<file path="config.mk">
export PLATFORM = sky130hd
export DESIGN_NAME = memory_load_unit
export DESIGN_NICKNAME = d
export VERILOG_FILES = /design/src/rtl/memory_load_unit.sv
export SDC_FILE = /design/constraint.sdc
export NUM_CORES = 1
export LEC_CHECK = 0
export ABC_AREA = 1
export ABC_CLOCK_PERIOD_IN_PS = 1900
export CORE_UTILIZATION = 45
export CTS_CLUSTER_DIAMETER = 150
export CTS_CLUSTER_SIZE = 25
export DETAILED_ROUTE_END_ITERATION = 6
export GPL_TIMING_DRIVEN = 1
export PLACE_DENSITY = 0.82
export SYNTH_ARGS = -nofsm -noshare
export SYNTH_HDL_FRONTEND = slang
export SYNTH_SLANG_ARGS = --single-unit
</file>
<file path="constraint.sdc">
create_clock -name clock -period 1.9 [get_ports clock]
set_input_delay 0.19 -clock clock [delete_from_list [all_inputs] [get_ports clock]]
set_output_delay 0.19 -clock clock [all_outputs]
set_load 0.03 [all_outputs]
</file>
<file path="src/rtl/memory_load_unit.sv">
// memory_load_unit: accepts one load request at a time, computes the effective
// address, issues a single-cycle read to a synchronous data memory, waits
// MEM_LATENCY cycles, captures the returned word and writes it back to one
// destination register under a wb_ready handshake.
//
// Ports:
//   clock, reset_n            system clock, asynchronous active-low reset
//   req_valid / req_ready     request handshake (req_ready only in IDLE)
//   addr_sel, dst_sel         address mode and destination select
//   pc, sp, mary_data,
//   shelley_data, imm         address operands (imm is signed 8-bit)
//   mem_addr, mem_read        memory read port (registered)
//   mem_rdata                 memory read data
//   wb_data                   captured load data (registered)
//   mary_write, shelley_write,
//   ra_write, comp_write      one-hot writeback strobes (registered)
//   wb_ready                  register file accepts writeback this cycle
//   busy                      state != IDLE
//   err                       one-cycle pulse on a rejected request
//
// Parameter MEM_LATENCY (1..7): cycles from mem_read to valid mem_rdata.
// Optional macro LOAD_ALIGN_CHECK_EN: odd effective addresses are rejected
// at acceptance like an illegal address mode.
module memory_load_unit #(
  parameter int unsigned MEM_LATENCY = 1
) (
  input  logic        clock,
  input  logic        reset_n,
  input  logic        req_valid,
  output logic        req_ready,
  input  logic [2:0]  addr_sel,
  input  logic [1:0]  dst_sel,
  input  logic [15:0] pc,
  input  logic [15:0] sp,
  input  logic [15:0] mary_data,
  input  logic [15:0] shelley_data,
  input  logic [7:0]  imm,
  output logic [15:0] mem_addr,
  output logic        mem_read,
  input  logic [15:0] mem_rdata,
  output logic [15:0] wb_data,
  output logic        mary_write,
  output logic        shelley_write,
  output logic        ra_write,
  output logic        comp_write,
  input  logic        wb_ready,
  output logic        busy,
  output logic        err
);

  localparam int unsigned AW    = 16;
  localparam int unsigned CNT_W = 3;
  localparam logic [CNT_W-1:0] CNT_LOAD = CNT_W'(MEM_LATENCY - 1);

  typedef enum logic [2:0] {
    S_IDLE,
    S_ISSUE,
    S_WAIT,
    S_WB,
    S_ERR
  } state_t;

  state_t           state_q, state_d;
  logic [CNT_W-1:0] cnt_q, cnt_d;
  logic [1:0]       dst_q, dst_d;
  logic [AW-1:0]    mem_addr_d;
  logic             mem_read_d;
  logic [AW-1:0]    wb_data_d;
  logic [3:0]       stb_q, stb_d;
  logic             err_d;

  logic [AW-1:0]    imm_sext;
  logic [AW-1:0]    eff_addr;
  logic             mode_legal;
  logic             addr_ok;

  // Effective address; modulo-2^16 arithmetic, shift applied after sign extension.
  assign imm_sext = {{8{imm[7]}}, imm};

  always_comb begin
    eff_addr   = '0;
    mode_legal = 1'b1;
    case (addr_sel)
      3'b000:  eff_addr = pc;
      3'b001:  eff_addr = imm_sext;
      3'b010:  eff_addr = mary_data;
      3'b011:  eff_addr = shelley_data;
      3'b100:  eff_addr = sp + AW'(2);
      3'b101:  eff_addr = sp + (imm_sext << 2);
      default: mode_legal = 1'b0;
    endcase
  end

`ifdef LOAD_ALIGN_CHECK_EN
  assign addr_ok = mode_legal & ~eff_addr[0];
`else
  assign addr_ok = mode_legal;
`endif

  // State register and registered outputs.
  always_ff @(posedge clock or negedge reset_n) begin
    if (!reset_n) begin
      state_q  <= S_IDLE;
      cnt_q    <= '0;
      dst_q    <= '0;
      mem_addr <= '0;
      mem_read <= 1'b0;
      wb_data  <= '0;
      stb_q    <= '0;
      err      <= 1'b0;
    end else begin
      state_q  <= state_d;
      cnt_q    <= cnt_d;
      dst_q    <= dst_d;
      mem_addr <= mem_addr_d;
      mem_read <= mem_read_d;
      wb_data  <= wb_data_d;
      stb_q    <= stb_d;
      err      <= err_d;
    end
  end

  // Next-state and next-output logic; mem_read and err are single-cycle pulses.
  always_comb begin
    state_d    = state_q;
    cnt_d      = cnt_q;
    dst_d      = dst_q;
    mem_addr_d = mem_addr;
    mem_read_d = 1'b0;
    wb_data_d  = wb_data;
    stb_d      = stb_q;
    err_d      = 1'b0;

    case (state_q)
      S_IDLE: begin
        if (req_valid) begin
          dst_d = dst_sel;
          if (addr_ok) begin
            mem_addr_d = eff_addr;
            mem_read_d = 1'b1;
            state_d    = S_ISSUE;
          end else begin
            err_d   = 1'b1;
            state_d = S_ERR;
          end
        end
      end
      S_ISSUE: begin
        // A zero load makes WAIT capture on its first edge (latency 1).
        cnt_d   = CNT_LOAD;
        state_d = S_WAIT;
      end
      S_WAIT: begin
        if (cnt_q == '0) begin
          wb_data_d = mem_rdata;
          stb_d     = 4'b0001 << dst_q;
          state_d   = S_WB;
        end else begin
          cnt_d = cnt_q - CNT_W'(1);
        end
      end
      S_WB: begin
        if (wb_ready) begin
          stb_d   = '0;
          state_d = S_IDLE;
        end
      end
      S_ERR: begin
        state_d = S_IDLE;
      end
      default: begin
        state_d = S_IDLE;
      end
    endcase
  end

  assign mary_write    = stb_q[0];
  assign shelley_write = stb_q[1];
  assign ra_write      = stb_q[2];
  assign comp_write    = stb_q[3];

  assign req_ready = (state_q == S_IDLE);
  assign busy      = (state_q != S_IDLE);

endmodule
</file>
==> results <==
## flip-flops by register name, indices dropped and copies added (netlist names)
signal / cells
mem_read: 1
cnt_q: 3
stb_q: 4
mem_addr: 16
state_q: 3
dst_q: 2
wb_data: 16
err: 1
## metal layers
layer  vias to the layer above  part of all wire  GRT usage
li1                       2020                 -          -
met1                      1887              0.41      0.363
met2                       158              0.50      0.505
met3                        21             0.064     0.0438
met4                         0             0.023     0.0766
met5                         -                 0          0
## worst register-to-register path, stage by stage (launching register included)
cell,delay [ns]
dfrtp_1,0.37
inv_1,0.09
ha_1,0.16
ha_1,0.17
or2_1,0.26
nand2_2,0.11
a21oi_4,0.23
nor2_1,0.07
a21oi_1,0.13
## power groups by stage
stage / clock, W / combinational (W) / sequential, W
floorplan: 0 / 0.00121 / 0.00248
global placement: 0 / 0.00342 / 0.00170
detailed placement: 0 / 0.00350 / 0.00172
CTS: 0.000743 / 0.00350 / 0.00171
global route: 0.000779 / 0.00373 / 0.00177
finish: 0.000738 / 0.00348 / 0.00171
## logic make-up after synthesis
kind of cell	count (synthesis)
flops	46
mux	16
xor+xnor	3
compound gates	60
fa+ha+maj	17
simple gates	287
buf+inv	75
## cell usage in the layout (no fill, tap or decap), types with 2 or more instances in the layout
cell / netlist / layout
nand2_1: 140 / 140
clkdlybuf4s50_1: 0 / 132
inv_1: 61 / 61
nor2_1: 57 / 57
nand3_1: 52 / 51
buf_4: 4 / 51
dfrtp_1: 46 / 46
a21oi_1: 31 / 31
mux2_2: 16 / 16
ha_1: 16 / 14
nand4_1: 11 / 11
o21ai_0: 8 / 8
a22oi_1: 6 / 6
inv_2: 5 / 5
clkbuf_8: 0 / 5
nand2_2: 4 / 4
nor3_1: 4 / 4
nand3b_1: 4 / 4
nor2_2: 3 / 3
nand3_2: 2 / 3
a41oi_1: 3 / 3
or2_2: 3 / 3
nor2_4: 2 / 2
or2_1: 2 / 2
o22ai_1: 2 / 2
o21bai_1: 2 / 2
xor2_1: 2 / 2
clkinv_2: 0 / 2
dlymetal6s2s_1: 0 / 2
## cell type report
type / count / area [um^2]
clock buffer: 5 / 68.8
clock inverter: 3 / 40.0
fill: 586 / 1940
inverter: 66 / 248
multi-input combinational: 383 / 2080
sequential: 46 / 1150
tap: 99 / 124
timing repair buffer: 188 / 1750
## repair_timing
| item | in CTS | in global routing |
|---|---|---|
| hold buffers | 1 | 0 |
| gates resized for setup | 1 | 6 |
| endpoints found under the setup margin | 1 | 8 |
| endpoints found under the hold margin | 36 | 0 |
## through the flow
stage	instance area, um^2	hold slack (ns)	total power [W]	instances	setup WS (ns)
6_report	5470	0.467	0.00593	790	0.146
5_1_grt	5470	0.494	0.00628	790	0.0225
4_1_cts	5440	0.468	0.00595	790	0.0271
3_5_place_dp	5320	0.320	0.00522	781	-0.280
3_3_place_gp	5320	0.313	0.00511	781	-0.226
2_1_floorplan	3540	-0.106	0.00369	504	0.275
## worst max-delay path by stage
stage | from | end | slack (ns) | depth (start not counted)
floorplan | sp[2] | mem_addr[4]$_DFFE_PN0P_ | 0.28 | 7
global route | imm[0] | mem_addr[4]$_DFFE_PN0P_ | 0.02 | 8
detailed placement | imm[0] | mem_addr[4]$_DFFE_PN0P_ | -0.28 | 8
finish | imm[0] | mem_addr[4]$_DFFE_PN0P_ | 0.15 | 8
global placement | imm[0] | mem_addr[4]$_DFFE_PN0P_ | -0.23 | 8
CTS | state_q[1]$_DFFE_PN0P_ | busy | 0.03 | 3
==> impl_metrics.ini <==
[pwr]
power_leakage_nw = 2.59
power.internal_w = 0.00337
seq_power_share = 0.288
powerDensity_mw_per_mm2 = 1090
clockPowerShare = 0.124
switching_share = 0.432
p_comb_frac = 0.588
vdd.ir_drop.worst_v = 0.000925
switchingPower_w = 0.00256

[clock_network]
clk_pin_slew_worst_paths_ns = 0.09
clk_latency_ns = 0.30
cts_setup_buffers = 0
cts_sinks = 46
tritoncts = done
h-tree-depth = 2
clk_root_buffer_cell = clkbuf_8
cts_made_buffers = 5
clk_path_buf_depth = 2

[route]
vias = 4086
drt_iter0_markers = 217
drc = 0
via_per_inst = 5.17
wl_per_cell_um = 14.5
drt-total-wl_um = 11500
drtAntennaViolNets = 0
drt-pass1-iter-count = 6

[logic_synthesis]
synthCells = 504
synth_edf_count = 0
yosysUniqueCellTypes = 40
synth_ff_type = dfrtp_1
syn_nets = 618
ys_seq_area_frac = 0.325
synth_compound_area_frac = 0.103
synth_top_family_by_area = simple AND/OR/NAND/NOR gates
synthSimpleGateAreaFrac = 0.358
async_reset_ff_frac = 1.00
syn_area_per_cell_um2 = 7.02
synthesis.area_mm2 = 0.00354
synth_area_leaders = dfrtp_1 33%, nand2_1 15%, nand3_1 7.4%
yosys_warnings = 0
ys_ff_latch = 46
synthTopCellsByCount = 140 x nand2_1, 61 x inv_1, 57 x nor2_1
synthAdderAreaFrac = 0.0623
synth_mux_area_frac = 0.0509
synth_area_leader_cell = dfrtp_1
synth_top_area_frac = 0.325
synth_xor_area_frac = 0.00743
synth_most_common_cell = nand2_1

[place]
gp_congestion = 0.940
io_buffers = 136
dp_hpwl_um = 9390

[worst_setup_path]
crit_fanout = 3
ff2ff_setup_slack_ns = 0.24
critPathArrivalTime_ns = 1.95
r2r_cells = 8
critical-path-max-stage-delay_ns = 0.47
reg2reg_from = cnt_q[0]$_DFFE_PN0P_
cp-end-kind = flip-flop
cp_top_family = adder cells
timing.critical_path.slowest_stage_cell = clkdlybuf4s50_1
worstSetupPathType = in2reg
cp_num_buf_inv = 1
r2r_end = stb_q[2]$_DFFE_PN0P_
path_cells = clkdlybuf4s50_1, ha_2, fa_2, or2_2, nand3_1, nand2_1, a211oi_1, a21oi_1
start_kind = input port
crit_required_ns = 2.09

[run]
maxCapViolCount = 0

[sta]
fin_skew_ns = 0.00460
fin_crit_ns = 1.75
clock.fmax_mhz = 570
finalSetupTns_ns = 0
worst_slew_pin_slew_ns = 0.605
timing.slew.headroom = 0.597
rsz0062_at_grt = false
period_share = 0.923
hold_viol = 0
setup_viol = 0
slew_violations = 0

[worst_hold_path]
holdPathEnd = dst_q[1]$_DFFE_PN0P_
worstHoldStart = dst_sel[1]
hold_depth = 3
hp-class = in2reg

[grt]
antenna_found_initial = 0
grt_pass1_wl_um = 19000
grt-ovfl-total = 0
grt_util_all_layers = 0.287
grt_max_degree = 47
grt_pass1_vias = 4046

[status]
status = finished clean

[floorplanning]
std_cell_rows = 31
die-area_mm2 = 0.00822
initial_utilization = 0.477
die_h_um = 90.7
die_x_um = 90.7
coreArea_mm2 = 0.00741
boundaryPins = 137

[final_layout]
drive_gt1_frac = 0.148
final_nets = 804
postLayoutCoreUtil = 0.738
antennaDiodeCount = 0
area_growth_pct = 54.5
(Power assumes the default switching activity.)
